### src/rtl/as2650_timers_pkg.sv
// Shared definitions for the AS2650 timer peripheral: register offsets,
// CTRL field layout and the prescaler mask helper.
package as2650_timers_pkg;

   localparam int         CNT_W      = 16;
   localparam logic [3:0] DEV_TIMERS = 4'd1;

   typedef enum logic [2:0] {
      REG_CTRL      = 3'd0,
      REG_STATUS    = 3'd1,
      REG_RELOAD_LO = 3'd2,
      REG_RELOAD_HI = 3'd3,
      REG_COUNT_LO  = 3'd4,
      REG_COUNT_HI  = 3'd5,
      REG_RSVD6     = 3'd6,
      REG_RSVD7     = 3'd7
   } reg_e;

   // CTRL[5:0]; the first field is the most significant bit.
   typedef struct packed {
      logic [2:0] ps;
      logic       irq_en;
      logic       autoreload;
      logic       en;
   } ctrl_t;

   // Low PS bits of the prescaler that must all be ones for a tick.
   function automatic logic [7:0] ps_mask(input logic [2:0] ps);
      return 8'((9'd1 << ps) - 9'd1);
   endfunction

endpackage

### src/rtl/as2650_timers_channel.sv
// One 16-bit down-counting timer: prescaler, count, reload, staging byte,
// read shadow, overflow flag and registered interrupt.
module as2650_timers_channel
   import as2650_timers_pkg::*;
(
   input  logic       clk_i,
   input  logic       rst_i,
   input  logic       wr_i,
   input  logic       rd_i,
   input  reg_e       reg_i,
   input  logic [7:0] wdata_i,
   output logic [7:0] rdata_o,
   output logic       irq_o
);

   ctrl_t            ctrl_q, ctrl_d;
   logic             ovf_q, ovf_d, irq_q;
   logic [CNT_W-1:0] count_q, count_d, reload_q, reload_d;
   logic [7:0]       staging_q, staging_d, shadow_q, shadow_d, psc_q, psc_d;
   logic             ctrl_wr, count_wr, tick, ovf_evt;

   assign ctrl_wr  = wr_i && (reg_i == REG_CTRL);
   // A CPU write to the counter takes precedence over a tick in the same clock.
   assign count_wr = wr_i && ((reg_i == REG_COUNT_LO) || (reg_i == REG_COUNT_HI) ||
                              ((reg_i == REG_RELOAD_HI) && !ctrl_q.en));
   assign tick     = ctrl_q.en && ((psc_q & ps_mask(ctrl_q.ps)) == ps_mask(ctrl_q.ps));
   assign ovf_evt  = tick && !count_wr && (count_q == '0);

   always_comb begin
      ctrl_d    = ctrl_q;
      ovf_d     = ovf_q;
      count_d   = count_q;
      reload_d  = reload_q;
      staging_d = staging_q;
      shadow_d  = shadow_q;
      psc_d     = psc_q;

      if (ctrl_wr)        psc_d = '0;
      else if (ctrl_q.en) psc_d = psc_q + 8'd1;

      if (tick && !count_wr) begin
         if (count_q != '0)          count_d = count_q - 16'd1;
         else if (ctrl_q.autoreload) count_d = reload_q;
         else                        ctrl_d.en = 1'b0;
      end

      if (wr_i) begin
         case (reg_i)
            REG_CTRL:      ctrl_d = ctrl_t'(wdata_i[5:0]);
            REG_STATUS:    if (wdata_i[0]) ovf_d = 1'b0;
            REG_RELOAD_LO: staging_d = wdata_i;
            REG_RELOAD_HI: begin
               reload_d = {wdata_i, staging_q};
               if (!ctrl_q.en) count_d = {wdata_i, staging_q};
            end
            REG_COUNT_LO:  count_d[7:0]  = wdata_i;
            REG_COUNT_HI:  count_d[15:8] = wdata_i;
            default: ;
         endcase
      end

      if (rd_i && (reg_i == REG_COUNT_LO)) shadow_d = count_q[15:8];
      // Applied last so a same-clock STATUS clear loses to a new overflow.
      if (ovf_evt) ovf_d = 1'b1;
   end

   always_ff @(posedge clk_i or posedge rst_i) begin
      if (rst_i) begin
         ctrl_q    <= '0;
         ovf_q     <= 1'b0;
         irq_q     <= 1'b0;
         count_q   <= '0;
         reload_q  <= '0;
         staging_q <= '0;
         shadow_q  <= '0;
         psc_q     <= '0;
      end else begin
         ctrl_q    <= ctrl_d;
         ovf_q     <= ovf_d;
         irq_q     <= ovf_q & ctrl_q.irq_en;
         count_q   <= count_d;
         reload_q  <= reload_d;
         staging_q <= staging_d;
         shadow_q  <= shadow_d;
         psc_q     <= psc_d;
      end
   end

   always_comb begin
      rdata_o = '0;
      case (reg_i)
         REG_CTRL:      rdata_o = {2'b00, ctrl_q};
         REG_STATUS:    rdata_o = {7'd0, ovf_q};
         REG_RELOAD_LO: rdata_o = reload_q[7:0];
         REG_RELOAD_HI: rdata_o = reload_q[15:8];
         REG_COUNT_LO:  rdata_o = count_q[7:0];
         REG_COUNT_HI:  rdata_o = shadow_q;
         default: ;
      endcase
   end

   assign irq_o = irq_q;

endmodule

### src/rtl/as2650_timers.sv
// AS2650 IO-bus timer device: bus_cyc rising-edge access strobe, channel
// decode on bus_addr[3] (bits [5:4] mirror) and the read-data mux.
module as2650_timers
   import as2650_timers_pkg::*;
#(
   parameter int NUM_TIMERS = 2
) (
   input  logic       wb_clk_i,
   input  logic       wb_rst_i,
   input  logic       bus_cyc,
   input  logic       bus_we,
   input  logic [5:0] bus_addr,
   input  logic [7:0] bus_data_in,
   output logic [7:0] bus_data_out,
   output logic [1:0] irq
);

   logic       cyc_q;
   logic       strobe;
   logic       unused_addr;
   logic [7:0] ch_rdata [2];

   // Side effects fire only on the first clock of a bus_cyc assertion.
   assign strobe      = bus_cyc & ~cyc_q;
   assign unused_addr = ^bus_addr[5:4];

   always_ff @(posedge wb_clk_i or posedge wb_rst_i) begin
      if (wb_rst_i) cyc_q <= 1'b0;
      else          cyc_q <= bus_cyc;
   end

   for (genvar n = 0; n < 2; n++) begin : g_ch
      if (n < NUM_TIMERS) begin : g_on
         logic sel;
         assign sel = (bus_addr[3] == 1'(n));
         as2650_timers_channel u_ch (
            .clk_i   (wb_clk_i),
            .rst_i   (wb_rst_i),
            .wr_i    (strobe & bus_we & sel),
            .rd_i    (strobe & ~bus_we & sel),
            .reg_i   (reg_e'(bus_addr[2:0])),
            .wdata_i (bus_data_in),
            .rdata_o (ch_rdata[n]),
            .irq_o   (irq[n])
         );
      end else begin : g_off
         assign ch_rdata[n] = '0;
         assign irq[n]      = 1'b0;
      end
   end

   assign bus_data_out = bus_cyc ? ch_rdata[bus_addr[3]] : 8'h00;

endmodule

### config.mk
export PLATFORM = sky130hd
export DESIGN_NAME = as2650_timers
export DESIGN_NICKNAME = d
export VERILOG_FILES = /design/src/rtl/as2650_timers_pkg.sv /design/src/rtl/as2650_timers_channel.sv /design/src/rtl/as2650_timers.sv
export SDC_FILE = /design/constraint.sdc
export NUM_CORES = 1
export LEC_CHECK = 0
export ABC_AREA = 1
export CAP_MARGIN = 20
export CORE_UTILIZATION = 40
export DETAILED_ROUTE_END_ITERATION = 8
export MAX_ROUTING_LAYER = met4
export PLACE_DENSITY_LB_ADDON = 0.15
export SKIP_LAST_GASP = 1
export SLEW_MARGIN = 30
export SYNTH_ARGS = -nofsm -noshare
export SYNTH_HDL_FRONTEND = slang
export SYNTH_SLANG_ARGS = --single-unit
export TNS_END_PERCENT = 1
### constraint.sdc
create_clock -name wb_clk_i -period 9.9 [get_ports wb_clk_i]
set_input_delay 1.98 -clock wb_clk_i [delete_from_list [all_inputs] [get_ports wb_clk_i]]
set_output_delay 1.98 -clock wb_clk_i [all_outputs]
set_load 0.005 [all_outputs]
==> results.md, run 1 <==
- Max Root-Sink Buffers: 2
- Final instance area: 9686 sq um
- Unrepaired setup endpoints after global routing: no
- Final Hold Viols: 0
- DRT Wirelength: 28,380 um
- Register bit total from synthesis: 127
- Placed Area: 9047 sq um
- Setup TNS: 0 ns
- Final Max Tran Viols: 0
- Sequential share of the synthesized area: 36.63%
- Pleak: 5.006 nW
- Critical setup path kind: primary input to output pin
- GRT Residual Overflow: 0
- Period Utilization, post-route: 69.44%
- Crit start category: primary input
- Pre-antenna DRT Iters: 8
- Crit Path Max Fanout: 12
- CTS tree: built
- Post-CTS setup buffers: 0
- Clock network fraction of design power: 28.0%
- Gate power share: 39.5%
- FILL cells: 2,162
- Sw Ratio: 43.34%
- Synth cell types: 42
- Port Buf Inserts: 25
- Most frequent cells in the layout: 493 x nand2_1, 158 x o21ai_0, 143 x inv_1, 127 x dfrtp_1, 93 x nand3_1
- Mapped cell area: 8676 sq um
- Worst Setup End Kind: output pin
- Hold WC Path Type: flop to flop
- Synth Flop Type: dfrtp_1
- Die span in y: 149.3 um
- # setup viols final: 0
- Placer Congestion: between 0.9 and 1
- Antenna diodes: 0
- # rows: 53
- Asr flop ratio synth: between 90% and 100%
- Mean Syn Cell Area: 6.474 sq um
- Cts bufs inserted: 17
- VDD IR max: 0.0001079 V
- Hold_buf cts: 0
- Clock latency on the worst-skew pair: between 0.4 and 0.5 ns
- Worst-Margin Slew: 0.9150 ns
- CTS root buffer: clkbuf_16
- Core box area: 21,150 sq um
- Pint: 1.404 mW
- Die area: 22,280 sq um
- Via Count: 8,606
- CP max stage cell: clkdlybuf4s50_1
- Max_cap viols: 0
- Cts repair resizes: 0
- Worst-path clk slew: 0.06 ns
- Post-route setup slack: 3.025 ns
- DP Wirelength: 20,190 um
- Horiz. Die Dim: approximately 150 um
- GRT Resource Usage Total: 27.62%
- Status: complete, no violations
- # IOs: 28
- Wire length per cell: roughly 17 um
- Largest net degree at the start of global routing: 68
- WP data arrival: 4.89 ns
- Min Tclk post-route: between 6 and 7 ns
- Post-Syn Instances: 1,340
- H-tree depth: 4
- Initial antenna violation count: 0
- Number of clock sinks: 127
- Worst Path Required: slightly below 8 ns
- Nets: 1,361
- Synth warn: 0
- Worst path max stage delay: 0.58 ns
- Reg power frac: 32.4%
- Most common cell after layout, fill and taps aside: nand2_1
- Number of synthesized flops with an enable pin: 0
- Clock Skew: about 0.0086 ns
- Vias in the first global route: ~8.0k
- Sw power: 1.074 mW
- Routed vias/inst: 5.303
- DR iter-0 viols: 757
- P per Cell Area: roughly 260 nW/um^2
- Drt drc: 0
- Initial Utilization: 41.01%
- Fmax: 145.5 MHz
- Detail Route Antenna Nets: 0
- Area Overhead vs Synth: 11.64%
- CP Cell Sequence: clkdlybuf4s50_1 -> inv_1 -> nand3_1 -> inv_1 -> nand2_1 -> o21ai_0 -> a2111oi_0 -> nor3_1 -> clkdlybuf4s50_1
- First-pass GRT wire length: 45,330 um
- Layout cells sized above 1: about 6.5%
- Rel. slew slack: 39.00%
- Setup WS pre-CTS: ~3 ns
- Post-synth net total: 1,366
## through the flow
step | std cells | utilization (%) | hold slack (ns) | total power, mW
global route | 1623 | 45.79 | 0.5024 | 2.669
finish | 1623 | 45.79 | 0.4763 | 2.478
CTS | 1623 | 45.76 | 0.4804 | 2.473
floorplan | 1340 | - | 0.4328 | 1.523
global placement | 1591 | 42.76 | 0.4604 | 1.768
detailed placement | 1591 | 42.77 | 0.4632 | 1.778
## power groups by stage
stage               Combinational, mW  Sequential [mW]  Clock (mW)
global route                     1.12            0.823       0.722
CTS                             0.973            0.802       0.698
detailed placement              0.968            0.810           0
floorplan                       0.773            0.750           0
global placement                0.960            0.809           0
finish                          0.980            0.804       0.694
## cell families after synthesis
group | Yosys count | synth area share [%]
AO/OA/AOI/OAI | 250 | 15.32
XOR/XNOR | 11 | 1.111
adder cells (fa/ha/maj) | 8 | 1.154
buffers and inverters | 210 | 10.04
flip-flops | 127 | 36.63
AND/OR/NAND/NOR | 734 | 35.75
## layer usage
metal	global-route usage, %	routed length, um	vias up
met4	9.592	875	0
li1	-	-	4300
met3	5.046	1611	52
met5	-	0	-
met1	37.75	13320	3960
met2	40.81	12570	294
## flip-flops by register name, indices dropped and copies added, names as in the netlist
| name | count |
|---|---|
| g_ch.g_on.u_ch.ctrl_q | 12 |
| g_ch.g_on.u_ch.shadow_q | 16 |
| g_ch.g_on.u_ch.ovf_q | 2 |
| g_ch.g_on.u_ch.irq_o | 2 |
| g_ch.g_on.u_ch.reload_q | 32 |
| cyc_q | 1 |
| g_ch.g_on.u_ch.count_q | 32 |
| g_ch.g_on.u_ch.psc_q | 14 |
| g_ch.g_on.u_ch.staging_q | 16 |
## path summary, 6_finish.rpt
path                                              from                             to  slack (ns)  cells after the start
setup / recovery                           bus_addr[2]                bus_data_out[2]        3.03                      9
hold / removal             g_ch[0].g_on.u_ch.ctrl_q[2]        g_ch[0].g_on.u_ch.irq_o        0.48                      2
hold reg to reg            g_ch[0].g_on.u_ch.ctrl_q[2]        g_ch[0].g_on.u_ch.irq_o        0.48                      2
min in group asynchronous                     wb_rst_i     g_ch[0].g_on.u_ch.psc_q[4]        2.00                      2
max in group asynchronous                     wb_rst_i   g_ch[0].g_on.u_ch.count_q[8]        6.81                      3
setup reg to reg           g_ch[1].g_on.u_ch.ctrl_q[0]  g_ch[1].g_on.u_ch.count_q[10]        6.80                     13
## worst max-delay path, delay by kind of cell
family	cells	cell delay [ns]
buffers and inverters	4	1.50
and+or+nand+nor	3	0.82
AOI/OAI and AO/OA	2	0.58
## synth_stat cells (2+ instances only)
cell type,instances,share of area [%]
nand2_1,494,21
o21ai_0,158,9.1
inv_1,144,6.2
dfrtp_1,127,37
nand3_1,94,5.4
nor2_1,77,3.3
a21oi_1,55,3.2
clkbuf_1,32,1.4
nor3_1,22,1.3
buf_2,14,0.81
nand2_2,11,0.79
nor2_2,11,0.79
o22ai_1,11,0.79
a2111oi_0,10,1.0
inv_2,9,0.39
nand4_1,9,0.65
xor2_1,9,0.91
ha_1,8,1.2
o21ai_1,6,0.35
a211oi_1,4,0.35
buf_4,4,0.35
nand3_2,4,0.46
buf_6,2,0.26
nand2_4,2,0.26
nand3_4,2,0.40
nor2_8,2,0.46
nor3b_1,2,0.17
o211ai_1,2,0.17
xnor2_1,2,0.20
## layout make-up
type	count	area, sq um	area share (%)
Multi-Input combinational cell	1003	4639	47.90
Sequential cell	127	3178	32.81
Inverter	154	585.6	6.046
Clock buffer	17	425.4	4.392
Tap cell	275	344.1	3.553
Timing Repair Buffer	32	306.5	3.165
Clock inverter	15	206.4	2.132
Note: power is estimated with default switching activity, not from simulation.
==> run 2: changes to the inputs <==
- clock period: 9.9 -> 5.5 ns (I/O delays scaled with it)
==> run 2 against run 1 <==
Net effect:
- first-iteration DRC count shrank 6.2%
- critical endpoint is now bus_data_out[1]
- utilization grew 0.18 points
- final cell count grew 0.37%
- global-route usage grew 0.46 points
==> results.md, run 2 (same netlist as run 1, synthesis figures left out) <==
- CP top delay family: buffers and inverters
- Clock latency on the worst-skew pair: 0.44 ns (about the same)
- Final Hold Viols: 0 (unchanged)
- Via Count: 8,665 (+0.69%)
- Worst-Margin Slew: 0.8107 ns (-0.1043 ns)
- Worst-path clk slew: 0.06 ns (about the same)
- CP Buf/Inv Count: 3 (-1)
- Worst Setup End Kind: output pin
- Cts repair resizes: 0 (unchanged)
- Total power: 4.456 mW (+80%)
- Clock network fraction of design power: 27.8% (-0.2 points)
- Most frequent cells in the layout: 493 x nand2_1, 158 x o21ai_0, 143 x inv_1, 127 x dfrtp_1, 93 x nand3_1
- Max Root-Sink Buffers: 2 (unchanged)
- Detail Route Antenna Nets: 0 (unchanged)
- Antenna diodes: 0 (unchanged)
- Drt drc: 0 (unchanged)
- FILL cells: 2,191 (+1.3%)
- Post-CTS setup buffers: 0 (unchanged)
- Pint: 2.535 mW (+81%)
- Period Utilization, post-route: between 80% and 90%
- Final instance area: 9723 sq um (+0.39%)
- Cts bufs inserted: 17 (unchanged)
- Fmax: a little over 200 MHz
- Nets: 1,367 (+0.44%)
- GRT Residual Overflow: 0 (unchanged)
- Die span in y: 149.3 um (unchanged)
- Die area: 22,280 sq um (unchanged)
- GRT Resource Usage Total: 28.08% (+0.46 points)
- CP Cell Sequence: clkdlybuf4s50_1 -> nand3_1 -> inv_1 -> a2111oi_0 -> nor3_1 -> clkdlybuf4s50_1
- H-tree depth: 4 (unchanged)
- VDD IR max: 0.0001883 V (+74%)
- Finished Layout Cells: 1,629 (+0.37%)
- Area Overhead vs Synth: 12.07%
- # setup viols final: 0 (unchanged)
- Core box area: 21,150 sq um (unchanged)
- # rows: 53 (unchanged)
- Pre-antenna DRT Iters: 6 (-2)
- P per Cell Area: 458.3 nW/um^2 (+79%)
- Max_cap viols: 0 (unchanged)
- DR iter-0 viols: 710 (-6.2%)
- Initial Utilization: 41.01% (unchanged)
- Sw Ratio: 43.10% (-0.24 points)
- Worst path max stage delay: 0.61 ns (+0.03 ns)
- CTS root buffer: clkbuf_16
- Hold WC Path Type: flop to flop
- Clock Skew: 0.008826 ns (+0.0002510 ns)
- Crit Path Max Fanout: 24 (+12)
- WP data arrival: 3.83 ns (-1.06 ns)
- Pleak: 5.037 nW (+0.62%)
- CTS tree: built
- Worst Path Required: 4.40 ns (-3.52 ns)
- Reg power frac: 32.1% (-0.3 points)
- # placed instances: 1,597 (+0.38%)
- Largest net degree at the start of global routing: 50 (-26%)
- Port Buf Inserts: 25 (unchanged)
- Initial antenna violation count: 0 (unchanged)
- Final Max Tran Viols: 0 (unchanged)
- Critical setup path kind: primary input to output pin
- First-pass GRT wire length: 45,770 um (+0.97%)
- DRT Wirelength: 28,880 um (+1.8%)
- Placed Area: 9090 sq um (+0.47%)
- Vias in the first global route: 7,977 (+0.34%)
- CP max stage cell: inv_1
- Largest regs: g_ch.g_on.u_ch.count_q (32), g_ch.g_on.u_ch.reload_q (32)
- Most common cell after layout, fill and taps aside: nand2_1
- Sw power: 1.921 mW (+79%)
- Horiz. Die Dim: 149.3 um (unchanged)
- Status: complete, no violations
- Setup TNS: 0 ns (unchanged)
- Gate power share: 40.1% (+0.6 points)
- DP Wirelength: 20,560 um (+1.8%)
- Layout cells sized above 1: 6.869% (+0.34 points)
- Hold_buf cts: 0 (unchanged)
- Crit start category: primary input
- Wire length per cell: 17.73 um (+1.4%)
- Rel. slew slack: 45.96% (+7.0 points)
- Routed vias/inst: 5.319 (+0.31%)
- # IOs: 28 (unchanged)
- Cell with the most instances on the worst path: clkdlybuf4s50_1
- Min Tclk post-route: 4.934 ns
- Number of clock sinks: 127 (unchanged)
- Placer Congestion: 0.9100 (-2.9%)
- Unrepaired setup endpoints after global routing: no
==> run 2: cell count changes in the layout (fill, tap and decap cells not counted) <==
cell        before  now
buf_4            6   13
buf_6            1    0
clkbuf_8         0    1
clkinv_2         2    4
clkinv_4         2    5
clkinvlp_4       2    1
inv_6            6    1
nor2_1          75   76
nor2_2          13   12
==> run 2: area by class of cell <==
type / count / area, sq um / area share [%]
Tap cell: 275 / 344.1 / 3.539
Multi-Input combinational cell: 1003 / 4637 / 47.69
Clock inverter: 14 / 191.4 / 1.969
Sequential cell: 127 / 3178 / 32.69
Timing Repair Buffer: 38 / 347.8 / 3.577
Inverter: 154 / 585.6 / 6.022
Clock buffer: 18 / 439.2 / 4.517
==> run 2: final timing paths <==
path	from	to	slack [ns]	cells past startpoint
max in group asynchronous	wb_rst_i	g_ch[1].g_on.u_ch.reload_q[1]	3.39	3
worst min-delay path	g_ch[0].g_on.u_ch.ctrl_q[2]	g_ch[0].g_on.u_ch.irq_o	0.47	2
worst min register to register	g_ch[0].g_on.u_ch.ctrl_q[2]	g_ch[0].g_on.u_ch.irq_o	0.47	2
worst max register to register	g_ch[1].g_on.u_ch.ctrl_q[5]	g_ch[1].g_on.u_ch.count_q[10]	2.75	15
min in group asynchronous	wb_rst_i	g_ch[0].g_on.u_ch.psc_q[6]	1.08	2
worst max-delay path	bus_addr[2]	bus_data_out[1]	0.57	6
==> run 2: routing by layer <==
layer	share of wire, %	routed length [um]	global-route usage (%)
met1	47	13520	38.41
met2	45	12950	42.95
met3	6.0	1732	3.731
met4	2.3	676	8.827
met5	0	0	-
==> run 2: worst register-to-register path: cells and delay by family (launching register included) <==
| kind | cells | cell delay [ns] |
|---|---|---|
| DFF | 1 | 0.46 |
| and+or+nand+nor | 12 | 1.32 |
| adders and majority gates | 1 | 0.29 |
| buffers and inverters | 2 | 0.61 |
==> run 2: power groups by stage <==
| stage | clock [mW] | sequential, mW | combinational, mW |
|---|---|---|---|
| after floorplan | 0 | 1.35 | 1.39 |
| after global placement | 0 | 1.44 | 1.75 |
| after detailed placement | 0 | 1.44 | 1.76 |
| after CTS | 1.25 | 1.42 | 1.78 |
| after global routing | 1.29 | 1.46 | 2.04 |
| final | 1.24 | 1.43 | 1.79 |
==> run 2: through the flow <==
step	hold WS, ns	setup WS (ns)	util [%]
2_1_floorplan	0.4328	1.016	-
3_5_place_dp	0.4558	0.6014	42.97
6_report	0.4681	0.5664	45.96
4_1_cts	0.4707	0.5963	45.95
3_3_place_gp	0.4518	0.6896	42.97
5_1_grt	0.5049	0.3863	45.96
==> run 3: changes to the inputs <==
- CORE_MARGIN: not set -> 2
==> run 3 against run 2 <==
Net effect:
- clock skew fell by 0.0018 ns
- fmax rose by 1.6%
- utilization fell by 0.26 points
- sequential share of layout area rose by 0.20 points
- clock-buffer cell count rose by 2
- total power fell by 2.6%
- final cell count barely moved
- routed wire length fell by 0.87%
- setup slack improved by 0.079 ns
- die area rose by 2.7%
- worst hold slack improved by 0.0015 ns
- critical path depth rose by 1
- critical path type unchanged
- largest cell class unchanged
- highest routed layer unchanged
==> results.md, run 3 (same netlist as run 1, synthesis figures left out) <==
- Status: complete, no violations
- Final Hold Viols: 0 (unchanged)
- Horiz. Die Dim: 151.3 um (+1.3%)
- Max_cap viols: 0 (unchanged)
- CTS root buffer: clkbuf_16
- DP Wirelength: 20,530 um (-0.18%)
- Via Count: 8,717 (+0.60%)
- Initial antenna violation count: 0 (unchanged)
- Core box area: 21,150 sq um (unchanged)
- Worst Setup End Kind: output pin
- Wire length per cell: 17.59 um (-0.81%)
- Finished Layout Cells: 1,628 (-0.061%)
- Cts bufs inserted: 17 (unchanged)
- Post-CTS setup buffers: 0 (unchanged)
- Initial Utilization: 41.01% (unchanged)
- GRT Resource Usage Total: 26.93% (-1.1 points)
- Worst path max stage delay: 0.60 ns (about the same)
- Cts repair resizes: 0 (unchanged)
- Most common cell after layout, fill and taps aside: nand2_1
- Rel. slew slack: 40.75% (-5.2 points)
- First-pass GRT wire length: 45,000 um (-1.7%)
- Antenna diodes: 0 (unchanged)
- Die span in y: 151.3 um (+1.3%)
- Largest net degree at the start of global routing: 101 (+100%)
- Setup TNS: 0 ns (unchanged)
- P per Cell Area: 448.7 nW/um^2 (-2.1%)
- # setup viols final: 0 (unchanged)
- Cell with the most instances on the worst path: clkdlybuf4s50_1
- GRT Residual Overflow: 0 (unchanged)
- Pleak: 4.994 nW (-0.85%)
- Min Tclk post-route: 4.855 ns (-0.07850 ns)
- WHS: 0.4696 ns (+0.001452 ns)
- Fmax: 206.0 MHz (+1.6%)
- Crit start category: primary input
- Max Root-Sink Buffers: 2 (unchanged)
- Hold WC Path Type: flop to flop
- DR iter-0 viols: 842 (+19%)
- Area Overhead vs Synth: 11.44%
- Port Buf Inserts: 25 (unchanged)
- Critical setup path kind: primary input to output pin
- Die area: 22,880 sq um (+2.7%)
- Final Max Tran Viols: 0 (unchanged)
- DRT Wirelength: 28,630 um (-0.87%)
- Vias in the first global route: 7,884 (-1.2%)
- Worst-Margin Slew: 0.8887 ns (+0.07810 ns)
- Worst Path Required: 4.40 ns (about the same)
- Clock Skew: 0.007061 ns (-0.001766 ns)
- Period Utilization, post-route: 88.27% (-1.4 points)
- Detail Route Antenna Nets: 0 (unchanged)
- Largest regs: g_ch.g_on.u_ch.count_q (32), g_ch.g_on.u_ch.reload_q (32)
- Layout cells sized above 1: 6.874% (about the same)
- Hold_buf cts: 0 (unchanged)
- Nets: 1,366 (-0.073%)
- # placed instances: 1,596 (-0.063%)
- CP max stage cell: clkdlybuf4s50_1
- Crit Path Max Fanout: 14 (-42%)
- Clock latency on the worst-skew pair: 0.44 ns (about the same)
- Number of clock sinks: 127 (unchanged)
- # rows: 53 (unchanged)
- CP Cell Sequence: clkdlybuf4s50_1 -> nor2_2 -> nand2_1 -> o22ai_1 -> a2111oi_0 -> nor3_1 -> clkdlybuf4s50_1
- Routed vias/inst: 5.354 (+0.66%)
- Most frequent cells in the layout: 493 x nand2_1, 158 x o21ai_0, 143 x inv_1, 126 x dfrtp_1, 93 x nand3_1
- Unrepaired setup endpoints after global routing: no
- Placer Congestion: 0.9407 (+3.4%)
- # IOs: 28 (unchanged)
- VDD IR max: 0.0001912 V (+1.6%)
- Worst-path clk slew: 0.06 ns (about the same)
- CTS tree: built
- FILL cells: 2,248 (+2.6%)
- Drt drc: 0 (unchanged)
- WP data arrival: 3.76 ns (-0.07 ns)
- H-tree depth: 4 (unchanged)
- Pre-antenna DRT Iters: 6 (unchanged)
[run 3: metal layers]
layer	wire length [um]	part of all wire [%]	global-route usage, %	vias up
li1	-	-	-	4308
met1	13430	47	37.41	4059
met2	12650	44	40.41	304
met3	1758	6.1	3.223	46
met4	796	2.8	10.05	0
met5	0	0	-	-
[run 3: critical path: cells and delay by family]
family	cells	cell delay, ns
buffers and inverters	2	1.11
AOI/OAI and AO/OA	2	0.41
and+or+nand+nor	3	1.12
[run 3: where the power goes]
part	leakage, nW	total (mW)	switching (mW)	internal (mW)
clock	0.270	1.12	0.464	0.657
sequential	1.56	1.45	0.274	1.17
combinational	3.16	1.77	1.18	0.588
total	4.99	4.34	1.92	2.42
[run 3: cell type report]
cell class | count | area [sq um] | area share, %
Clock buffer | 20 | 466.7 | 4.827
Sequential cell | 127 | 3179 | 32.88
Tap cell | 275 | 344.1 | 3.559
Clock inverter | 12 | 112.6 | 1.165
Timing Repair Buffer | 37 | 340.3 | 3.520
Multi-Input combinational cell | 1003 | 4637 | 47.96
Inverter | 154 | 588.1 | 6.083
[run 3: path summary, 6_finish.rpt]
kind / to / slack [ns] / cells past startpoint / startpoint
worst max-delay path: bus_data_out[1] / 0.64 / 7 / bus_addr[1]
worst min register to register: g_ch[1].g_on.u_ch.irq_o / 0.47 / 2 / g_ch[1].g_on.u_ch.ctrl_q[2]
worst max register to register: g_ch[1].g_on.u_ch.count_q[10] / 2.44 / 13 / g_ch[1].g_on.u_ch.ctrl_q[0]
min in group asynchronous: g_ch[0].g_on.u_ch.psc_q[4] / 1.14 / 2 / wb_rst_i
worst min-delay path: g_ch[1].g_on.u_ch.irq_o / 0.47 / 2 / g_ch[1].g_on.u_ch.ctrl_q[2]
max in group asynchronous: g_ch[0].g_on.u_ch.count_q[10] / 3.38 / 3 / wb_rst_i
[run 3: stage by stage]
step	setup WS, ns	total power [mW]	util, %	instance area [sq um]
after floorplan	1.016	2.741	-	8676
after global routing	0.5490	4.678	45.70	9668
final	0.6449	4.338	45.70	9668
after detailed placement	0.7164	3.208	42.93	9082
after global placement	0.7244	3.189	42.93	9082
after CTS	0.7058	4.331	45.67	9662
